## src/rtl/y86_pkg.sv

```systemverilog
// rtl/y86_pkg.sv - Y86-64 instruction codes, status codes and SEQ controller states.
package y86_pkg;

   localparam logic [3:0] HALT   = 4'h0;
   localparam logic [3:0] NOP    = 4'h1;
   localparam logic [3:0] RRMOVQ = 4'h2;
   localparam logic [3:0] IRMOVQ = 4'h3;
   localparam logic [3:0] RMMOVQ = 4'h4;
   localparam logic [3:0] MRMOVQ = 4'h5;
   localparam logic [3:0] OPQ    = 4'h6;
   localparam logic [3:0] JXX    = 4'h7;
   localparam logic [3:0] CALL   = 4'h8;
   localparam logic [3:0] RET    = 4'h9;
   localparam logic [3:0] PUSHQ  = 4'hA;
   localparam logic [3:0] POPQ   = 4'hB;

   localparam logic [2:0] STAT_AOK = 3'd1;
   localparam logic [2:0] STAT_HLT = 3'd2;
   localparam logic [2:0] STAT_ADR = 3'd3;
   localparam logic [2:0] STAT_INS = 3'd4;

   typedef enum logic [2:0] {
      S_IDLE,
      S_FETCH,
      S_DECODE,
      S_EXECUTE,
      S_MEMORY,
      S_WRITEBACK,
      S_PCUPD,
      S_HALT
   } state_t;

   // Instructions that touch data memory and therefore wait on mem_ready.
   function automatic logic is_mem_icode(input logic [3:0] ic);
      return (ic == RMMOVQ) || (ic == MRMOVQ) || (ic == CALL) ||
             (ic == RET) || (ic == PUSHQ) || (ic == POPQ);
   endfunction

endpackage

```

## src/rtl/y86_perf_cnt.sv

```systemverilog
// rtl/y86_perf_cnt.sv - busy-cycle and retired-instruction counters, wrapping modulo 2^CNT_W.
module y86_perf_cnt #(
   parameter int CNT_W = 32
) (
   input  logic             clk,
   input  logic             rst,
   input  logic             busy,
   input  logic             retire,
   output logic [CNT_W-1:0] cycle_count,
   output logic [CNT_W-1:0] instr_count
);

   logic [CNT_W-1:0] r_cycle;
   logic [CNT_W-1:0] r_instr;

   always_ff @(posedge clk or posedge rst) begin
      if (rst) begin
         r_cycle <= '0;
         r_instr <= '0;
      end else begin
         if (busy)   r_cycle <= r_cycle + CNT_W'(1);
         if (retire) r_instr <= r_instr + CNT_W'(1);
      end
   end

   assign cycle_count = r_cycle;
   assign instr_count = r_instr;

endmodule

```

## src/rtl/y86_seq_ctrl.sv

```systemverilog
// rtl/y86_seq_ctrl.sv - Y86-64 SEQ stage sequencer with status tracking and memory wait timeout.
// Optional counters enabled by defining Y86_SEQ_PERF_CNT_EN.
module y86_seq_ctrl
   import y86_pkg::*;
#(
   parameter int WAIT_MAX = 15,
   parameter int CNT_W    = 32
) (
   input  logic             clk,
   input  logic             rst,
   input  logic             start,
   input  logic             stop,
   input  logic [3:0]       icode,
   input  logic             instr_valid,
   input  logic             imem_error,
   input  logic             mem_ready,
   input  logic             dmem_error,
   output logic             fetch_en,
   output logic             decode_en,
   output logic             exe_en,
   output logic             mem_en,
   output logic             wb_en,
   output logic             cc_we,
   output logic             pc_we,
   output logic             retire,
   output logic             busy,
   output logic [2:0]       stat,
   output logic [CNT_W-1:0] cycle_count,
   output logic [CNT_W-1:0] instr_count
);

   localparam int WAIT_W = $clog2(WAIT_MAX + 1);

   state_t              r_state;
   logic [3:0]          r_icode;
   logic [WAIT_W-1:0]   r_wait;
   logic [2:0]          r_stat;
   logic                r_fetch_en, r_decode_en, r_exe_en, r_mem_en, r_wb_en;
   logic                r_cc_we, r_pc_we, r_retire, r_busy;

   state_t              w_next;
   logic [2:0]          w_stat;
   logic                w_timeout;

   assign w_timeout = (r_wait == WAIT_W'(WAIT_MAX - 1));

   always_comb begin
      w_next = r_state;
      w_stat = r_stat;
      case (r_state)
         S_IDLE:      if (start) w_next = S_FETCH;
         S_FETCH: begin
            if (imem_error) begin
               w_stat = STAT_ADR;
               w_next = S_HALT;
            end else if (!instr_valid) begin
               w_stat = STAT_INS;
               w_next = S_HALT;
            end else begin
               w_next = S_DECODE;
            end
         end
         S_DECODE:    w_next = S_EXECUTE;
         S_EXECUTE:   w_next = S_MEMORY;
         S_MEMORY: begin
            // mem_ready wins over the timeout on the last permitted cycle.
            if (!is_mem_icode(r_icode)) begin
               w_next = S_WRITEBACK;
            end else if (mem_ready) begin
               if (dmem_error) begin
                  w_stat = STAT_ADR;
                  w_next = S_HALT;
               end else begin
                  w_next = S_WRITEBACK;
               end
            end else if (w_timeout) begin
               w_stat = STAT_ADR;
               w_next = S_HALT;
            end
         end
         S_WRITEBACK: w_next = S_PCUPD;
         S_PCUPD: begin
            if (r_icode == HALT) begin
               w_stat = STAT_HLT;
               w_next = S_HALT;
            end else if (stop) begin
               w_next = S_IDLE;
            end else begin
               w_next = S_FETCH;
            end
         end
         S_HALT:      w_next = S_HALT;
         default:     w_next = S_IDLE;
      endcase
   end

   always_ff @(posedge clk or posedge rst) begin
      if (rst) begin
         r_state     <= S_IDLE;
         r_icode     <= HALT;
         r_wait      <= '0;
         r_stat      <= STAT_AOK;
         r_fetch_en  <= 1'b0;
         r_decode_en <= 1'b0;
         r_exe_en    <= 1'b0;
         r_mem_en    <= 1'b0;
         r_wb_en     <= 1'b0;
         r_cc_we     <= 1'b0;
         r_pc_we     <= 1'b0;
         r_retire    <= 1'b0;
         r_busy      <= 1'b0;
      end else begin
         r_state <= w_next;
         r_stat  <= w_stat;
         if (r_state == S_FETCH) r_icode <= icode;
         if (r_state == S_MEMORY && w_next == S_MEMORY) r_wait <= r_wait + WAIT_W'(1);
         else                                            r_wait <= '0;
         // Outputs are the decode of the state being entered, so they register with it.
         r_fetch_en  <= (w_next == S_FETCH);
         r_decode_en <= (w_next == S_DECODE);
         r_exe_en    <= (w_next == S_EXECUTE);
         r_mem_en    <= (w_next == S_MEMORY);
         r_wb_en     <= (w_next == S_WRITEBACK);
         r_cc_we     <= (w_next == S_EXECUTE) && (r_icode == OPQ);
         r_pc_we     <= (w_next == S_PCUPD) && (r_icode != HALT);
         r_retire    <= (w_next == S_PCUPD);
         r_busy      <= (w_next != S_IDLE) && (w_next != S_HALT);
      end
   end

   assign fetch_en  = r_fetch_en;
   assign decode_en = r_decode_en;
   assign exe_en    = r_exe_en;
   assign mem_en    = r_mem_en;
   assign wb_en     = r_wb_en;
   assign cc_we     = r_cc_we;
   assign pc_we     = r_pc_we;
   assign retire    = r_retire;
   assign busy      = r_busy;
   assign stat      = r_stat;

`ifdef Y86_SEQ_PERF_CNT_EN
   y86_perf_cnt #(.CNT_W(CNT_W)) u_perf_cnt (
      .clk         (clk),
      .rst         (rst),
      .busy        (r_busy),
      .retire      (r_retire),
      .cycle_count (cycle_count),
      .instr_count (instr_count)
   );
`else
   assign cycle_count = '0;
   assign instr_count = '0;
`endif

endmodule

```

## config.mk

```make
export PLATFORM = sky130hd
export DESIGN_NAME = y86_seq_ctrl
export DESIGN_NICKNAME = d
export VERILOG_FILES = /design/src/rtl/y86_pkg.sv /design/src/rtl/y86_perf_cnt.sv /design/src/rtl/y86_seq_ctrl.sv
export SDC_FILE = /design/constraint.sdc
export NUM_CORES = 1
export LEC_CHECK = 0
export ABC_AREA = 1
export CAP_MARGIN = 20
export CORE_ASPECT_RATIO = 0.5
export CORE_MARGIN = 4
export CORE_UTILIZATION = 35
export CTS_CLUSTER_DIAMETER = 100
export DETAILED_ROUTE_END_ITERATION = 10
export HOLD_SLACK_MARGIN = 0.02
export PLACE_DENSITY = 0.81
export RECOVER_POWER = 100
export SKIP_LAST_GASP = 1
export SLEW_MARGIN = 10
export SYNTH_ARGS = -nofsm -noshare
export SYNTH_HDL_FRONTEND = slang
export SYNTH_SLANG_ARGS = --single-unit
export TNS_END_PERCENT = 100
```

## constraint.sdc

```tcl
create_clock -name clk -period 1.4 [get_ports clk]
set_clock_uncertainty 0.2 [all_clocks]
set_input_delay 0.14 -clock clk [delete_from_list [all_inputs] [get_ports clk]]
set_output_delay 0.14 -clock clk [all_outputs]
set_load 0.005 [all_outputs]
```

# Word-level counts from Yosys, hierarchy flattened
# Index checks and enable logic that the tools add are counted.
# totals
regBits	23
in_bits	12
out_inout_bits	76
word_cells	75
# op_classes
n_addsub	1
n_eq_ne	27
muxes	19
n_reduce_logical	15
# ops
cell	count
$mux W3	14
$pmux W3 S8	1
$eq A3 B3 Y1 const B	7
$eq A4 B4 Y1 const B	5
$eq A3 B2 Y1 const B	4
$eq A4 B3 Y1 const B	3
$ne A3 B3 Y1 const B	4
$pmux W3 S3	1
$eq A3 B1 Y1 const B	2
$reduce_and A6 Y1	1
$reduce_bool A3 Y1	2
$logic_or A1 B1 Y1	5
$add A4 B1 Y4 const B	1
$logic_and A1 B1 Y1	4
$logic_not A4 Y1	1
$mux W4	1
$ne A2 B2 Y1 const B	2
$reduce_bool A4 Y1	1
$logic_not A3 Y1	1
$mux W2	1
$mux W1	1

# Depth between registers and ports, before layout
# logic_depth
ltp_word	11
ltp_mapped	11
depth_no_buf	10

# Worst setup path before layout
# No wires, ideal clock.
# synth_path
kind	register to register
start	register r_state[1]
end	register r_busy (netlist: busy)
setup_ns	0.120
t_arrival_ns	1.245
t_required_ns	1.080
slack_ns	-0.166
path_stages_with_launch	11
path_buffers	1
period_less_slack_ns	1.566
path_cell_list	dfrtp_1 buf_6 nor2_4 inv_2 nor2_2 inv_2 or2_1 nand2_4 nand2_1 nand2_1 nand2_1
# synth_via
elab_chain_len	6
elab_cells_between_ends	16
cone_classes	eq/ne (8); mux (5); reduce/logical (3)
# synth_lines
item	line_no	source
from (decl)	y86_seq_ctrl.sv:34	state_t r_state;
from (signal assigned)	y86_seq_ctrl.sv:113	r_state <= w_next;
$mux W3	y86_seq_ctrl.sv:76	end else if (w_timeout) begin
$mux W3	y86_seq_ctrl.sv:69	end else if (mem_ready) begin
$mux W3	y86_seq_ctrl.sv:67	if (!is_mem_icode(r_icode)) begin
$pmux W3 S8 (*)	y86_seq_ctrl.sv:50	case (r_state)
$ne A3 B3 Y1 or $reduce_bool A3 Y1 (tied branches)	y86_seq_ctrl.sv:127	r_busy <= (w_next != S_IDLE) && (w_next != S_HALT);
$logic_and A1 B1 Y1 (*)	y86_seq_ctrl.sv:127	
to (signal assigned)	y86_seq_ctrl.sv:127	
to (decl)	y86_seq_ctrl.sv:39	logic r_cc_we, r_pc_we, r_retire, r_busy;
# Mark *: on every way between the ends. The rest lies on a longest branch, timed or not.
# A chain may end at the register's enable or synchronous reset.

# Worst setup path in the final report
# layout_path
start	register r_state[1]
end	register r_wait[0]
# layout_via
elab_chain_len	7
elab_cells_between_ends	16
cone_classes	eq/ne (8); mux (6); reduce/logical (2)
# layout_lines
item	line_no	source
$mux W3	y86_seq_ctrl.sv:76	
$mux W3	y86_seq_ctrl.sv:69	
$mux W3	y86_seq_ctrl.sv:67	
$pmux W3 S8	y86_seq_ctrl.sv:50	
$eq A3 B3 Y1	y86_seq_ctrl.sv:116	if (r_state == S_MEMORY && w_next == S_MEMORY) r_wait <= r_wait + WAIT_W'(1);
$logic_and A1 B1 Y1 (*)	y86_seq_ctrl.sv:116	
$mux W4 (*)	y86_seq_ctrl.sv:116	
to (signal assigned)	y86_seq_ctrl.sv:116	
to (decl)	y86_seq_ctrl.sv:36	logic [WAIT_W-1:0] r_wait;
# Marks and branches as above.

==> run_results.csv <==
group,metric,value,unit
outcome,status,"complete, but fails checks",
outcome,failed_checks,"setup timing",
routing,first_pass_iters,4,
sta,period_share,115,%
yosys,synth_area_leader_cell,"dfrtp_1",
grt,grt_max_degree,24,
power_and_ir_drop,clkPwrFrac,10.9,%
routing,routed_wirelength,2940,um
sta,setup_violations,13,
placement,gp_congestion,0.810,
power_and_ir_drop,combinationalPowerShare,58.4,%
yosys,ys_warn_count,0,
power_and_ir_drop,cellPowerDensity,1850,nW/um^2
die,die_area,5760,sq um
grt,grt_pass1_wl,4440,um
sta,hold_viol,0,
sta,final.setup.worst_slack,-0.209,ns
placement,dp.final_hpwl,2230,um
yosys,synth_ff_type,"dfrtp_1",
clocking,insertion_delay,0.26,ns
yosys,synthTopCellsByArea,"dfrtp_1 35%, buf_4 30%, nand2_1 6.4%, inv_1 2.6%, nand3_1 2.5%",
yosys,ys_top_cells_by_count,"64 x buf_4, 27 x nand2_1, 22 x dfrtp_1",
yosys,syn_area,1590,sq um
routing,wire_per_inst,9.87,um
die,num_rows,17,
sta,rsz0062_at_grt,"true",
worst_setup_path,crit_path_max_fanout,4,
placement,placed_cell_area,1810,sq um
placement,portBuffers,23,
final_layout,diodes,0,
power_and_ir_drop,internal-power,2.10,mW
die,initial_core_util,36.1,%
final_layout,final_nets,256,
sta,min_period,1.61,ns
grt,antenna_found_initial,0,
worst_setup_path,end_kind,"flop",
clocking,cts_tree,"built",
power_and_ir_drop,p_leak,1.07,nW
final_layout,drive_gt1_share,31.5,%
yosys,synth_top_area_share,34.6,%
yosys,synth_edf_count,0,
yosys,synth.distinct_cells,32,
yosys,syn_area_per_cell,8.42,sq um
clocking,numCtsBuffers,3,
power_and_ir_drop,worst_ir_drop_vdd,0.000683,V
routing,final_antenna_net_count,0,
die,core,4400,sq um
routing,vias_per_cell,3.81,
grt,grt_overflow,0,
power_and_ir_drop,switching_share,42.5,%
grt,grtUsageTotal,9.90,%
yosys,synth.yosys.seq_area_share,36.2,%
sta,max_freq,621,MHz
sta,maxSlewViolCount,0,
clocking,path_clk_slew,0.08,ns
worst_hold_path,hold_class,"primary input to flop",
worst_setup_path,reg2reg_depth,8,
die,pin_count,88,
worst_setup_path,worstSetupPathType,"flop to flop",
final_layout,syn2layout_area_growth,24.1,%
worst_hold_path,whs_path_depth,3,
die,fp.dieW,103,um
yosys,synth_seq_cells,23,
flow_run,drv_cap,0,
yosys,synthArstFlopShare,100,%
clocking,cts_sinks,23,
yosys,syn_inst,189,
worst_setup_path,crit_required,1.40,ns
placement,dp_slack,-0.343,ns
die,chipHeight,55.7,um
worst_setup_path,arrival,1.60,ns
final_layout,design_area,1970,sq um
power_and_ir_drop,p_switching,1.55,mW
yosys,synth_most_common_cell,"buf_4",
routing,dr_total_vias,1135,
routing,drt-initial-drc-count,26,
routing,drc,0,
grt,grt_pass1_vias,1019,
worst_setup_path,start_kind,"flop",
clocking,clockBufferDepth,2,
clocking,cts_max_level,1,
clocking,cts-root-buf,"clkbuf_8",
power_and_ir_drop,power.share.sequential,30.8,%
sta,tns,-2.22,ns
==> placed cells by master, fill, tap and decap left out, drive strengths merged <==
cell type | netlist | final
nor3 | 1 | 1
conb | 1 | 64
dfrtp | 22 | 22
dlygate4sd2 | 0 | 12
inv | 17 | 17
clkinv | 1 | 1
nor4 | 1 | 1
ha | 2 | 2
dfstp | 1 | 1
buf | 66 | 26
xnor2 | 1 | 1
dlygate4sd3 | 0 | 1
mux2 | 1 | 1
xor2 | 1 | 1
nor2 | 18 | 18
a21oi | 7 | 7
o21ai | 4 | 4
nand4 | 2 | 2
nand2 | 31 | 31
clkdlybuf4s50 | 0 | 11
o21a | 1 | 1
nand3 | 8 | 8
clkbuf | 0 | 5
and2 | 1 | 1
or2 | 2 | 2
==> cell families (layout without fill, tap and decap cells) <==
logic type | after synthesis | count (layout) | share of synthesized area, %
multiplexers | 1 | 1 | 0.707
XOR/XNOR | 2 | 2 | 1.10
AO/OA/AOI/OAI | 12 | 12 | 4.17
adder cells (fa/ha/maj) | 2 | 2 | 1.57
flip-flops | 23 | 23 | 36.2
AND/OR/NAND/NOR | 64 | 64 | 20.5
other | 1 | 64 | 0.236
buffers and inverters | 84 | 73 | 35.5
==> sequential cells by signal, summed over array words and instances, names as in the netlist, 3 cells and up <==
register,count
stat,3
r_state,3
r_icode,4
r_wait,4
==> power by group through the flow <==
stage | clock (mW) | sequential [mW] | combinational [mW]
after floorplan | 0 | 1.06 | 1.29
after global placement | 0 | 1.11 | 1.77
after detailed placement | 0 | 1.13 | 1.83
after CTS | 0.411 | 1.11 | 2.03
after global routing | 0.436 | 1.14 | 2.35
final | 0.396 | 1.12 | 2.13
==> final timing paths <==
check | from | end | slack [ns]
worst max register to register | r_state[1] | r_wait[0] | -0.21
max in group asynchronous | rst | stat[0] | 0.10
worst min-delay path | icode[3] | r_icode[3] | 0.24
worst max-delay path | r_state[1] | r_wait[0] | -0.21
min in group asynchronous | rst | r_icode[2] | 0.60
worst min register to register | r_icode[0] | cc_we | 0.27
==> area by class of cell <==
| cell class | count | area, sq um |
|---|---|---|
| fill | 428 | 2430 |
| multi-input combinational | 145 | 776 |
| sequential | 23 | 581 |
| timing repair buffer | 51 | 432 |
| tap | 57 | 71.3 |
| inverter | 18 | 70.1 |
| clock buffer | 4 | 45.0 |
==> metal layers <==
metal	vias to the layer above	track usage (%)	wire length, um
met5	-	0	0
met4	0	5.54	112
met3	10	3.00	270
met2	62	17.2	1460
met1	506	10.5	1100
li1	557	-	-
==> critical path: stages, from the launching register on <==
cell     delay, ns
dfrtp_2       0.44
nor2_4        0.14
inv_2         0.05
nor2_2        0.08
inv_2         0.04
or2_4         0.25
nand2_4       0.11
nand4_4       0.12
nor2_2        0.10
==> stage by stage <==
| step | std cells | util (%) | hold slack (ns) | power (mW) |
|---|---|---|---|---|
| finish | 298 | 44.8 | 0.245 | 3.65 |
| global route | 298 | 44.8 | 0.251 | 3.93 |
| CTS | 298 | 44.5 | 0.240 | 3.55 |
| detailed placement | 287 | 41.1 | 0.257 | 2.95 |
| global placement | 287 | 41.1 | 0.244 | 2.88 |
| floorplan | 252 | - | -0.0588 | 2.35 |
==> repair_timing <==
action | CTS | global route
pin swaps | 9 | 6
endpoints found under the hold margin | 22 | 0
gates resized for setup | 28 | 12
setup endpoints to repair | 27 | 16
setup buffers | 6 | 0
hold buffers | 1 | 0
(Power assumes the default switching activity.)
